==> src/rtl/conv_window_gen.sv <==
// conv_window_gen: raster-scans an image memory and emits 3x3 windows (nine 20-bit pixels) with one pixel of padding.
// Build option: CONV_WINGEN_EDGE_REPLICATE_EN clamps edge coordinates instead of padding with zeros.
`default_nettype none

module conv_window_gen #(
    parameter int IMG_W  = 64,
    parameter int IMG_H  = 64,
    parameter int ADDR_W = 12
) (
    input  logic              clk,
    input  logic              reset,
    input  logic              i_start,
    output logic              mem_rd,
    output logic [ADDR_W-1:0] mem_addr,
    input  logic [19:0]       mem_data,
    output logic              o_valid,
    input  logic              o_ready,
    output logic [179:0]      o_data,
    output logic              o_busy,
    output logic              o_done
);

    localparam int XW = $clog2(IMG_W + 1);
    localparam int YW = $clog2(IMG_H + 1);
    localparam logic [XW-1:0] c_X_LAST = XW'(IMG_W - 1);
    localparam logic [XW-1:0] c_W      = XW'(IMG_W);
    localparam logic [YW-1:0] c_Y_LAST = YW'(IMG_H - 1);
    localparam logic [YW:0]   c_H_P1   = (YW+1)'(IMG_H);

    typedef enum logic [1:0] {
        S_IDLE  = 2'd0,
        S_FETCH = 2'd1,
        S_EMIT  = 2'd2,
        S_DONE  = 2'd3
    } t_state;

    t_state            r_state;
    logic [1:0]        r_cyc;
    logic [XW-1:0]     r_x;
    logic [XW-1:0]     r_xf;
    logic [YW-1:0]     r_y;
    logic              r_row_first;
    logic              r_shift_pend;
    logic              r_rd_d;
    logic              r_mem_rd;
    logic [ADDR_W-1:0] r_mem_addr;
    logic              r_valid;
    logic              r_busy;
    logic              r_done;
    logic [2:0][19:0]  r_col_l;
    logic [2:0][19:0]  r_col_m;
    logic [2:0][19:0]  r_col_r;

    // Read request for the FETCH cycle that starts on the next edge.
    logic              w_iss;
    logic [1:0]        w_ic;
    logic [YW-1:0]     w_iy;
    logic [XW-1:0]     w_ixf;
    logic [YW:0]       w_row_p1;
    logic              w_row_ok;
    logic              w_col_ok;
    logic [YW-1:0]     w_row;
    logic [XW-1:0]     w_col;
    logic              w_rd_nxt;
    logic [ADDR_W-1:0] w_addr_nxt;

    always_comb begin
        w_iss = 1'b0;
        w_ic  = 2'd0;
        w_iy  = r_y;
        w_ixf = r_xf;
        case (r_state)
            S_IDLE: begin
                if (i_start) begin
                    w_iss = 1'b1;
                    w_iy  = '0;
                    w_ixf = '0;
                end
            end
            S_FETCH: begin
                case (r_cyc)
                    2'd0: begin
                        w_iss = 1'b1;
                        w_ic  = 2'd1;
                    end
                    2'd1: begin
                        w_iss = 1'b1;
                        w_ic  = 2'd2;
                    end
                    2'd3: begin
                        if (r_row_first) begin
                            w_iss = 1'b1;
                            w_ixf = XW'(1);
                        end
                    end
                    default: ;
                endcase
            end
            S_EMIT: begin
                if (o_ready) begin
                    if (r_x != c_X_LAST) begin
                        w_iss = 1'b1;
                        w_ixf = r_x + XW'(2);
                    end else if (r_y != c_Y_LAST) begin
                        w_iss = 1'b1;
                        w_iy  = r_y + YW'(1);
                        w_ixf = '0;
                    end
                end
            end
            default: ;
        endcase
    end

    // w_row_p1 is the requested row plus one, so row -1 maps to 0 without signed arithmetic.
    always_comb begin
        w_row_p1 = {1'b0, w_iy} + {{(YW-1){1'b0}}, w_ic};
        w_row_ok = (w_row_p1 != '0) && (w_row_p1 <= c_H_P1);
        w_col_ok = (w_ixf != c_W);
        if (w_row_ok)
            w_row = YW'(w_row_p1 - (YW+1)'(1));
        else if (w_row_p1 == '0)
            w_row = '0;
        else
            w_row = c_Y_LAST;
        w_col      = w_col_ok ? w_ixf : c_X_LAST;
        w_addr_nxt = ADDR_W'(w_row) * ADDR_W'(IMG_W) + ADDR_W'(w_col);
`ifdef CONV_WINGEN_EDGE_REPLICATE_EN
        w_rd_nxt   = w_iss;
`else
        w_rd_nxt   = w_iss && w_row_ok && w_col_ok;
`endif
    end

    always_ff @(posedge clk or posedge reset) begin
        if (reset) begin
            r_state      <= S_IDLE;
            r_cyc        <= 2'd0;
            r_x          <= '0;
            r_xf         <= '0;
            r_y          <= '0;
            r_row_first  <= 1'b0;
            r_shift_pend <= 1'b0;
            r_rd_d       <= 1'b0;
            r_mem_rd     <= 1'b0;
            r_mem_addr   <= '0;
            r_valid      <= 1'b0;
            r_busy       <= 1'b0;
            r_done       <= 1'b0;
            r_col_l      <= '0;
            r_col_m      <= '0;
            r_col_r      <= '0;
        end else begin
            r_mem_rd <= w_rd_nxt;
            if (w_rd_nxt)
                r_mem_addr <= w_addr_nxt;
            r_rd_d <= r_mem_rd;
            r_done <= 1'b0;
            case (r_state)
                S_IDLE: begin
                    if (i_start) begin
                        r_state     <= S_FETCH;
                        r_cyc       <= 2'd0;
                        r_x         <= '0;
                        r_y         <= '0;
                        r_xf        <= '0;
                        r_row_first <= 1'b1;
                        r_col_l     <= '0;
                        r_busy      <= 1'b1;
                    end
                end
                S_FETCH: begin
                    r_cyc <= r_cyc + 2'd1;
                    // Data for the read issued in cycle c arrives in cycle c+1; masked reads load zero.
                    if (r_cyc != 2'd0)
                        r_col_r[r_cyc - 2'd1] <= r_rd_d ? mem_data : 20'd0;
                    if (r_cyc == 2'd0 && r_shift_pend) begin
                        r_col_m      <= r_col_r;
                        r_shift_pend <= 1'b0;
`ifdef CONV_WINGEN_EDGE_REPLICATE_EN
                        r_col_l      <= r_col_r;
`endif
                    end
                    if (r_cyc == 2'd3) begin
                        if (r_row_first) begin
                            r_row_first  <= 1'b0;
                            r_shift_pend <= 1'b1;
                            r_xf         <= XW'(1);
                        end else begin
                            r_state <= S_EMIT;
                            r_valid <= 1'b1;
                        end
                    end
                end
                S_EMIT: begin
                    if (o_ready) begin
                        r_valid <= 1'b0;
                        r_cyc   <= 2'd0;
                        if (r_x != c_X_LAST) begin
                            r_col_l <= r_col_m;
                            r_col_m <= r_col_r;
                            r_x     <= r_x + XW'(1);
                            r_xf    <= r_x + XW'(2);
                            r_state <= S_FETCH;
                        end else if (r_y != c_Y_LAST) begin
                            r_x         <= '0;
                            r_y         <= r_y + YW'(1);
                            r_xf        <= '0;
                            r_row_first <= 1'b1;
                            r_col_l     <= '0;
                            r_state     <= S_FETCH;
                        end else begin
                            r_state <= S_DONE;
                            r_done  <= 1'b1;
                            r_busy  <= 1'b0;
                        end
                    end
                end
                S_DONE: begin
                    r_state <= S_IDLE;
                end
                default: begin
                    r_state <= S_IDLE;
                end
            endcase
        end
    end

    assign mem_rd   = r_mem_rd;
    assign mem_addr = r_mem_addr;
    assign o_valid  = r_valid;
    assign o_busy   = r_busy;
    assign o_done   = r_done;

    for (genvar gy = 0; gy < 3; gy++) begin : g_row
        assign o_data[(3*gy+0)*20 +: 20] = r_col_l[gy];
        assign o_data[(3*gy+1)*20 +: 20] = r_col_m[gy];
        assign o_data[(3*gy+2)*20 +: 20] = r_col_r[gy];
    end

endmodule

`default_nettype wire

==> config.mk <==
export PLATFORM = sky130hd
export DESIGN_NAME = conv_window_gen
export DESIGN_NICKNAME = d
export VERILOG_FILES = /design/src/rtl/conv_window_gen.sv
export SDC_FILE = /design/constraint.sdc
export NUM_CORES = 1
export LEC_CHECK = 0
export CAP_MARGIN = 20
export CELL_PAD_IN_SITES_DETAIL_PLACEMENT = 1
export CELL_PAD_IN_SITES_GLOBAL_PLACEMENT = 1
export CORE_MARGIN = 2
export CORE_UTILIZATION = 40
export CTS_BUF_LIST = sky130_fd_sc_hd__clkbuf_8
export DETAILED_ROUTE_END_ITERATION = 7
export PLACE_DENSITY_LB_ADDON = 0.1
export SYNTH_ARGS = -nofsm -noshare
export SYNTH_HDL_FRONTEND = slang
export SYNTH_SLANG_ARGS = --single-unit
export TNS_END_PERCENT = 10
==> constraint.sdc <==
create_clock -name clk -period 9.1 [get_ports clk]
set_input_delay 1.82 -clock clk [delete_from_list [all_inputs] [get_ports clk]]
set_output_delay 1.82 -clock clk [all_outputs]
set_load 0.02 [all_outputs]
# After elaboration in Yosys (flattened, before gate mapping)
# Cells that the tools add are included.
# totals
input_bits	24
elab_cells	146
out_inout_bits	196
register_bits	224
# op_classes
eq_ne	18
n_mux	73
reduce_logical	22
order_cmp	3
n_addsub	8
# op_table
op	n
60-bit 2-to-1 mux	7
60-bit case mux with 2 select lines	2
7-bit 2-to-1 mux	15
60-bit bitwise mux	1
20-bit demux with 2-bit select	1
20-bit 2-to-1 mux	2
7-bit case mux with 2 select lines	2
1-bit 2-to-1 mux	23
7-bit case mux with 3 select lines	1
2-bit 2-to-1 mux	9
2-bit inequality test, second input constant	9
4-bit AND reduction	4
7-bit by 1-bit adder with 7-bit output, second input constant	2
7-bit by 6-bit inequality test with 1-bit output, second input constant	2
12-bit by 7-bit adder with 12-bit output	1
6-bit 2-to-1 mux	2
7-bit by 2-bit adder with 8-bit output	1
8-bit by 7-bit <= comparator with 1-bit output, second input constant	1
8-bit logical NOT	1
2-bit case mux with 4 select lines	1
8-bit nonzero test	1
7-bit by 2-bit adder with 7-bit output, second input constant	1
7-bit inequality test, second input constant	1
2-bit equality test, second input constant	3
20 further kinds	31

# Longest topological paths before layout
# Gate-level depths: netlist of the first run.
# depth
depth_word	10
mapped_depth	25
mapped_depth_nobuf	23

# Least setup slack after synthesis of the first run
# No wires, ideal clock.
# synth_timing
kind	input -> register
from	input port o_ready
to	register r_mem_addr[8], in the netlist mem_addr[8]
n_path_buf	1
arrival_ns	5.221
path_stages	18
required_ns	8.975
setup_slack_ns	3.755
setup_ns	0.125
path_cell_list	nand4b_1 a211o_1 buf_2 o31ai_1 ha_1 inv_1 fa_1 inv_1 o2111a_1 nand3_1 mux2i_2 and4_1 a21oi_1 ha_1 ha_1 xnor2_1 xnor2_1 mux2_2
# synth_between
elab_chain_cells	7
elab_cells_between_ends	19
cone_classes	add/sub (3); order compare (1); eq/ne (1); mux (9); reduce/logical (5)
# synth_lines
item	line_no	text
start, declared	17	input logic o_ready,
7-bit 2-to-1 mux (*)	100	if (o_ready) begin
7-bit case mux with 2 select lines (*)	-	
net w_iy[0]	57	logic [YW-1:0] w_iy;
7-bit by 2-bit adder with 8-bit output (*)	117	w_row_p1 = {1'b0, w_iy} + {{(YW-1){1'b0}}, w_ic};
8-bit by 7-bit <= comparator with 1-bit output, or another cell as far along	118	w_row_ok = (w_row_p1 != '0) && (w_row_p1 <= c_H_P1);
1-bit logical AND / 6-bit 2-to-1 mux (equally long branches)	118, 122	
6-bit 2-to-1 mux / 1-bit logical AND (equally long branches)	120, 131	
12-bit by 7-bit adder with 12-bit output / 1-bit logical AND (equally long branches)	127, 131	
end signal, assigned	156	r_mem_addr <= w_addr_nxt;
end, declared	46	logic [ADDR_W-1:0] r_mem_addr;
# Mark *: on every way through the listed nets, which the timed path passes. The rest lies on a longest branch.
# A chain may end at the register's enable or synchronous reset.

# Worst setup path after layout of the first run
# Same ends and word-level chain as after synthesis.

==> impl_metrics.tcl, run 1 <==
set metrics [dict create \
    cp_common_cell "ha_1" \
    slew_headroom 0.355 \
    grt_usage 0.227 \
    cts_num_sinks 224 \
    drive_above_1_share 0.134 \
    post_synth.cell_area_avg_um2 10.6 \
    cts_root_buffer "clkbuf_8" \
    ys_async_rst_share 1.00 \
    num-nets-final 1168 \
    overflow 0 \
    setup_viol 0 \
    yosys.cell_types.count 69 \
    highest-signal-layer "met5" \
    mappedNetlistArea_mm2 0.00959 \
    fmax_ghz 0.170 \
    numPortBuffers 219 \
    slew_viol_final 0 \
    start_util 0.408 \
    hold-path-cell-count 0 \
    status "finished, final reports clean" \
    area_of_the_die_mm2 0.0252 \
    met2RoutedLength_um 13100 \
    peakVddDrop_mv 0.180 \
    post-dp-hpwl_um 19300 \
    min_delay_worst_endpoint "r_rd_d$_DFF_PP0_" \
    cellPowerDensity_mw_per_mm2 327 \
    tritoncts "done" \
    crit_required_ns 9.52 \
    clk_latency_ns 0.54 \
    cp_max_fo 11 \
    final_antenna_net_count 0 \
    grt_max_degree 80 \
    crit-reg2reg-launch "r_state[1]$_DFFE_PP0P_" \
    crit_family "adder cells" \
    power.static_leakage_uw 0.00558 \
    clock_slew_at_reported_path_ffs_ns 0.06 \
    post_synthesis_net_count 949 \
    routabilityCongestion 0.853 \
    die_outline_width_um 159 \
    worst-setup-path-type "in -> reg" \
    wl_per_cell_um 19.2 \
    synth_enable_flop_cells 0 \
    seq_area_frac_synth 0.585 \
    total_core_area_mm2 0.0235 \
    fillerInstances 2551 \
    reg2reg_depth 19 \
    synthFlopType "dfrtp_1" \
    yosys.area.top_type_share 0.585 \
    regToRegSetupSlack_ns 4.17 \
    route.vias.total 7513 \
    detailedRoute.firstIterationViolations 322 \
    synth.largest_area_cell "dfrtp_1" \
    grt_pass1_vias 7948 \
    synthesis.yosys.warnings 0 \
    slowest_stage "clkdlybuf4s50_1" \
    crit_path_max_incr_delay_ns 0.64 \
    average_vias_per_placed_instance 5.09 \
    drt_wl_total_um 28400 \
    cts_max_path_buffers 3 \
    critical_path.reg2reg.endpoint "mem_addr[8]$_DFFE_PP0P_" \
    rsz_0062_raised_after_global_routing "no" \
    detail_route.wirelength.met1_um 12400 \
    cap_violations 0 \
    setup.worst_path.end_class "flop" \
    hold_path.startpoint "mem_rd$_DFF_PP0_" \
    mostFrequentLayoutCell "nand2_1" \
    synthTopCellsByArea "dfrtp_1, nand2_1, mux2_2, o21ai_0, ha_1" \
    clock_skew_ns 0.0186 \
    timing.critical_path.from_type "input pin" \
    crit_path_cell_trace "clkdlybuf4s50_1, nand4b_1, a211o_1, o31ai_1, ha_1, inv_1, fa_1, inv_1, o2111a_1, nand3_1, mux2i_2, and4_1, a21oi_1, ha_1, ha_1, xnor2_1, xnor2_1, mux2_2" \
    final-hold-violation-count 0 \
    n_antenna_cell 0 \
    synth_cells 908 \
    hold_class "reg -> reg" \
    htree_num_levels 2 \
    top_ports 220 \
    grt_antenna_before_repair 2 \
    drc 0 \
    wl_met3_um 2160 \
    ctsResizeCount 0 \
    utilization 0.553 \
    final_period_minus_worst_setup_slack_ns 5.88 \
    tightestPinTransition_ns 0.967 \
    die_height_um 159 \
    post_cts_hold_buffer_count 0 \
    flow.area_growth_from_synthesis_pct 35.4 \
    num_rows 56 \
    worst_path_bufs_invs 3 \
    wire_length_of_the_first_global_routing_pass_um 45400 \
    drt_pre_antenna_iters 4 \
    cts-buffers-inserted 41 \
    cts_setup_buffers 0 \
    share_of_the_clock_period_used_by_the_worst_path 0.646 \
    timing.critical_path.arrival_ns 6.30 \
    layout.cells.most_common_list "nand2_1, dfrtp_1, clkdlybuf4s50_1" \
    synth.ff_latch_count 224 \
    setup_tns_ns 0 \
]
layer usage:
metal,vias to the layer above,track usage
li1,3529,-
met1,3730,0.292
met2,201,0.362
met3,51,0.0786
met4,2,0.0667
met5,-,0
worst max-delay path by stage:
stage,to,slack [ns],cells after the start,from
after global placement,mem_addr[8]$_DFFE_PP0P_,2.77,18,o_ready
after global routing,mem_addr[9]$_DFFE_PP0P_,2.87,20,o_ready
after floorplan,mem_addr[0]$_DFFE_PP0P_,1.15,1,reset
after detailed placement,mem_addr[8]$_DFFE_PP0P_,2.70,18,o_ready
after CTS,mem_addr[8]$_DFFE_PP0P_,3.28,18,o_ready
final,mem_addr[8]$_DFFE_PP0P_,3.22,18,o_ready
where the power goes:
group	switching [uW]	internal, uW	leakage (uW)
Combinational	915	763	0.00212
Sequential	253	1270	0.00295
Clock	428	615	0.000504
cell usage after synthesis (2+ instances only):
cell type / count
a211o_1: 2
a211oi_1: 2
a21oi_1: 18
a31oi_1: 2
a32o_1: 3
a41o_1: 2
a41oi_1: 3
and2_1: 3
and3_1: 5
and4b_1: 2
buf_1: 11
buf_2: 4
clkbuf_1: 35
dfrtp_1: 224
ha_1: 16
inv_1: 20
mux2_2: 62
mux2_4: 8
nand2_1: 233
nand2b_1: 7
nand3_1: 12
nand4_1: 2
nor2_1: 17
nor2b_1: 4
nor3_1: 3
o211ai_1: 6
o21a_1: 2
o21ai_0: 137
o31ai_1: 2
or2_2: 2
or3_1: 4
xnor2_1: 14
xor2_1: 5
kinds of logic (layout without fill, tap and decap cells):
group / Yosys count / count (layout) / synth area share
compound gates: 197 / 197 / 0.118
xor+xnor: 19 / 19 / 0.0174
fa+ha+maj: 17 / 17 / 0.0230
buf+inv: 71 / 319 / 0.0291
flops: 224 / 224 / 0.585
mux: 72 / 72 / 0.0878
simple gates: 308 / 308 / 0.140
layout make-up:
class                   instances  area [um^2]  area share
well taps                     319          399      0.0307
clock inverters                18          156      0.0120
flip-flops and latches        224         5610       0.432
clock buffers                  54          743      0.0572
repair buffers                227         2270       0.175
multi-input cells             613         3720       0.287
inverters                      20         82.6     0.00636
metrics by stage:
step	setup WS [ns]	std cells	total power [uW]	instance area (um^2)	hold WS (ns)
4_1_cts	3.28	1474	4300	13000	0.432
3_5_place_dp	2.70	1402	3230	12100	0.414
3_3_place_gp	2.77	1402	3180	12100	0.392
6_report	3.22	1475	4250	13000	0.413
5_1_grt	2.87	1475	4500	13000	0.430
2_1_floorplan	1.15	908	2430	9590	0.407
state kept, by name, summed over array words and instances (netlist names):
name,cells
r_xf,7
o_busy,1
r_y,7
o_done,1
o_data,180
r_shift_pend,1
r_cyc,2
r_state,2
r_row_first,1
mem_addr,12
r_x,7
mem_rd,1
r_rd_d,1
o_valid,1
Note: power is estimated with default switching activity, not from simulation.
==> run 2, diff against run 1 <==
- clock period: 9.1 -> 6.05 ns (I/O delays scaled with it)
==> run 2 against run 1 <==
Against the previous run:
- clock skew increased by 0.0066 ns
- final cell count increased by 0.34%
- register-to-register slack got worse by 2.8 ns
- via count increased by 0.11%
- core utilization about the same
- critical endpoint unchanged
- cell area about the same
- count of clock-buffer cells in the layout increased by 3
- setup slack got worse by 2.2 ns
- clock power increased by 43%
==> impl_metrics.tcl, run 2 (synthesized netlist as in run 1, its figures left out) <==
set metrics [dict create \
    timing.critical_path.arrival_ns 5.42 \
    top_ports 220 \
    tightestPinTransition_ns 1.05 \
    wl_per_cell_um 19.1 \
    drc 0 \
    grt_max_degree 182 \
    hold-path-cell-count 0 \
    grt_antenna_before_repair 1 \
    hold_class "reg -> reg" \
    drive_above_1_share 0.137 \
    route.vias.total 7521 \
    drt_wl_total_um 28300 \
    layout.cells.most_common_list "nand2_1, dfrtp_1, clkdlybuf4s50_1" \
    start_util 0.408 \
    crit-reg2reg-launch "r_x[1]$_DFFE_PP0P_" \
    average_vias_per_placed_instance 5.08 \
    status "finished, final reports clean" \
    clock_slew_at_reported_path_ffs_ns 0.06 \
    worst-setup-path-type "in -> reg" \
    clock_skew_ns 0.0252 \
    fmax_ghz 0.201 \
    total_core_area_mm2 0.0235 \
    cts_num_sinks 224 \
    ctsResizeCount 0 \
    cts_root_buffer "clkbuf_8" \
    rsz_0062_raised_after_global_routing "no" \
    cts_setup_buffers 0 \
    wire_length_of_the_first_global_routing_pass_um 46100 \
    flip_flop_count_of_the_largest_register_all_copies_and_words_added 180 \
    grt_usage 0.230 \
    tritoncts "done" \
    fin_worst_hold_slack_ns 0.418 \
    power.static_leakage_uw 0.00557 \
    crit_path_max_incr_delay_ns 0.49 \
    cellPowerDensity_mw_per_mm2 486 \
    die_outline_width_um 159 \
    slew_headroom 0.303 \
    cts_max_path_buffers 3 \
    slew_viol_final 0 \
    final_antenna_net_count 0 \
    num-nets-final 1170 \
    cp_max_fo 6 \
    area_of_the_die_mm2 0.0252 \
    share_of_the_clock_period_used_by_the_worst_path 0.823 \
    post_cts_hold_buffer_count 0 \
    grt_pass1_vias 8161 \
    setup_tns_ns 0 \
    post-dp-hpwl_um 19300 \
    clk_latency_ns 0.55 \
    final-hold-violation-count 0 \
    slowest_stage "clkdlybuf4s50_1" \
    reg2reg_depth 18 \
    totalPowerFinal_uw 6310 \
    cap_violations 0 \
    timing.critical_path.from_type "input pin" \
    crit_required_ns 6.49 \
    hold_path.startpoint "mem_rd$_DFF_PP0_" \
    cp_common_cell "ha_1" \
    flow.area_growth_from_synthesis_pct 35.4 \
    setup_viol 0 \
    drt_pre_antenna_iters 4 \
    routabilityCongestion 0.890 \
    fillerInstances 2577 \
    crit_path_cell_trace "clkdlybuf4s50_1, nand4b_1, a211o_1, o31ai_1, ha_1, inv_1, fa_1, inv_1, o2111a_1, nand3_1, mux2i_2, and4_1, a21oi_1, ha_1, ha_1, xnor2_1, xnor2_1, mux2_2" \
    htree_num_levels 2 \
    peakVddDrop_mv 0.258 \
    detailedRoute.firstIterationViolations 362 \
    final_period_minus_worst_setup_slack_ns 4.98 \
    overflow 0 \
    min_delay_worst_endpoint "r_rd_d$_DFF_PP0_" \
    mostFrequentLayoutCell "nand2_1" \
    numPortBuffers 219 \
    die_height_um 159 \
    regToRegSetupSlack_ns 1.39 \
    cts-buffers-inserted 41 \
    setup.worst_path.end_class "flop" \
    num_rows 56 \
    critical_path.reg2reg.endpoint "mem_addr[8]$_DFFE_PP0P_" \
]
-- run 2: final cells by class --
class / instances / area, um^2 / area share
Sequential cell: 224 / 5610 / 0.432
Multi-Input combinational cell: 613 / 3730 / 0.287
Timing Repair Buffer: 229 / 2300 / 0.177
Clock buffer: 57 / 785 / 0.0604
Tap cell: 319 / 399 / 0.0307
Clock inverter: 17 / 86.3 / 0.00665
Inverter: 20 / 78.8 / 0.00607
Antenna cell: 1 / 2.50 / 0.000193
-- run 2: worst max-delay path by stage --
stage                 start  slack (ns)  cells after the start                      end
detailed placement  o_ready        0.54                     18  mem_addr[8]$_DFFE_PP0P_
global placement    o_ready        0.68                     18  mem_addr[8]$_DFFE_PP0P_
floorplan           o_ready        1.31                     18  mem_addr[8]$_DFFE_PP0P_
global route        o_ready        0.75                     20  mem_addr[9]$_DFFE_PP0P_
finish              o_ready        1.07                     18  mem_addr[8]$_DFFE_PP0P_
CTS                 o_ready        1.11                     18  mem_addr[8]$_DFFE_PP0P_
-- run 2: layer usage --
layer	wire, um	GRT usage	share of wire
met1	12700	0.301	0.45
met2	13200	0.372	0.47
met3	1800	0.0653	0.064
met4	599	0.0684	0.021
met5	0	0	0
-- run 2: critical path, delay by kind of cell --
kind	cells	cell delay [ns]
and+or+nand+nor	3	0.53
buffers and inverters	3	0.63
muxes	2	0.63
xor gates and xnor gates	2	0.31
adders and majority gates	4	1.13
AOI/OAI and AO/OA	4	0.97
-- run 2: report_power, final --
group | leakage (uW) | internal, uW | switching (uW)
clock | 0.000490 | 839 | 650
combinational | 0.00213 | 1150 | 1370
sequential | 0.00295 | 1920 | 378
total | 0.00557 | 3910 | 2400
-- run 2: per-stage QoR --
step           utilization  instance area [um^2]  setup WS [ns]  cells
2_1_floorplan            -                  9590           1.31    908
3_3_place_gp         0.515                 12100          0.681   1404
3_5_place_dp         0.516                 12100          0.538   1405
4_1_cts              0.553                 13000           1.11   1479
5_1_grt              0.553                 13000          0.752   1479
6_report             0.553                 13000           1.07   1480
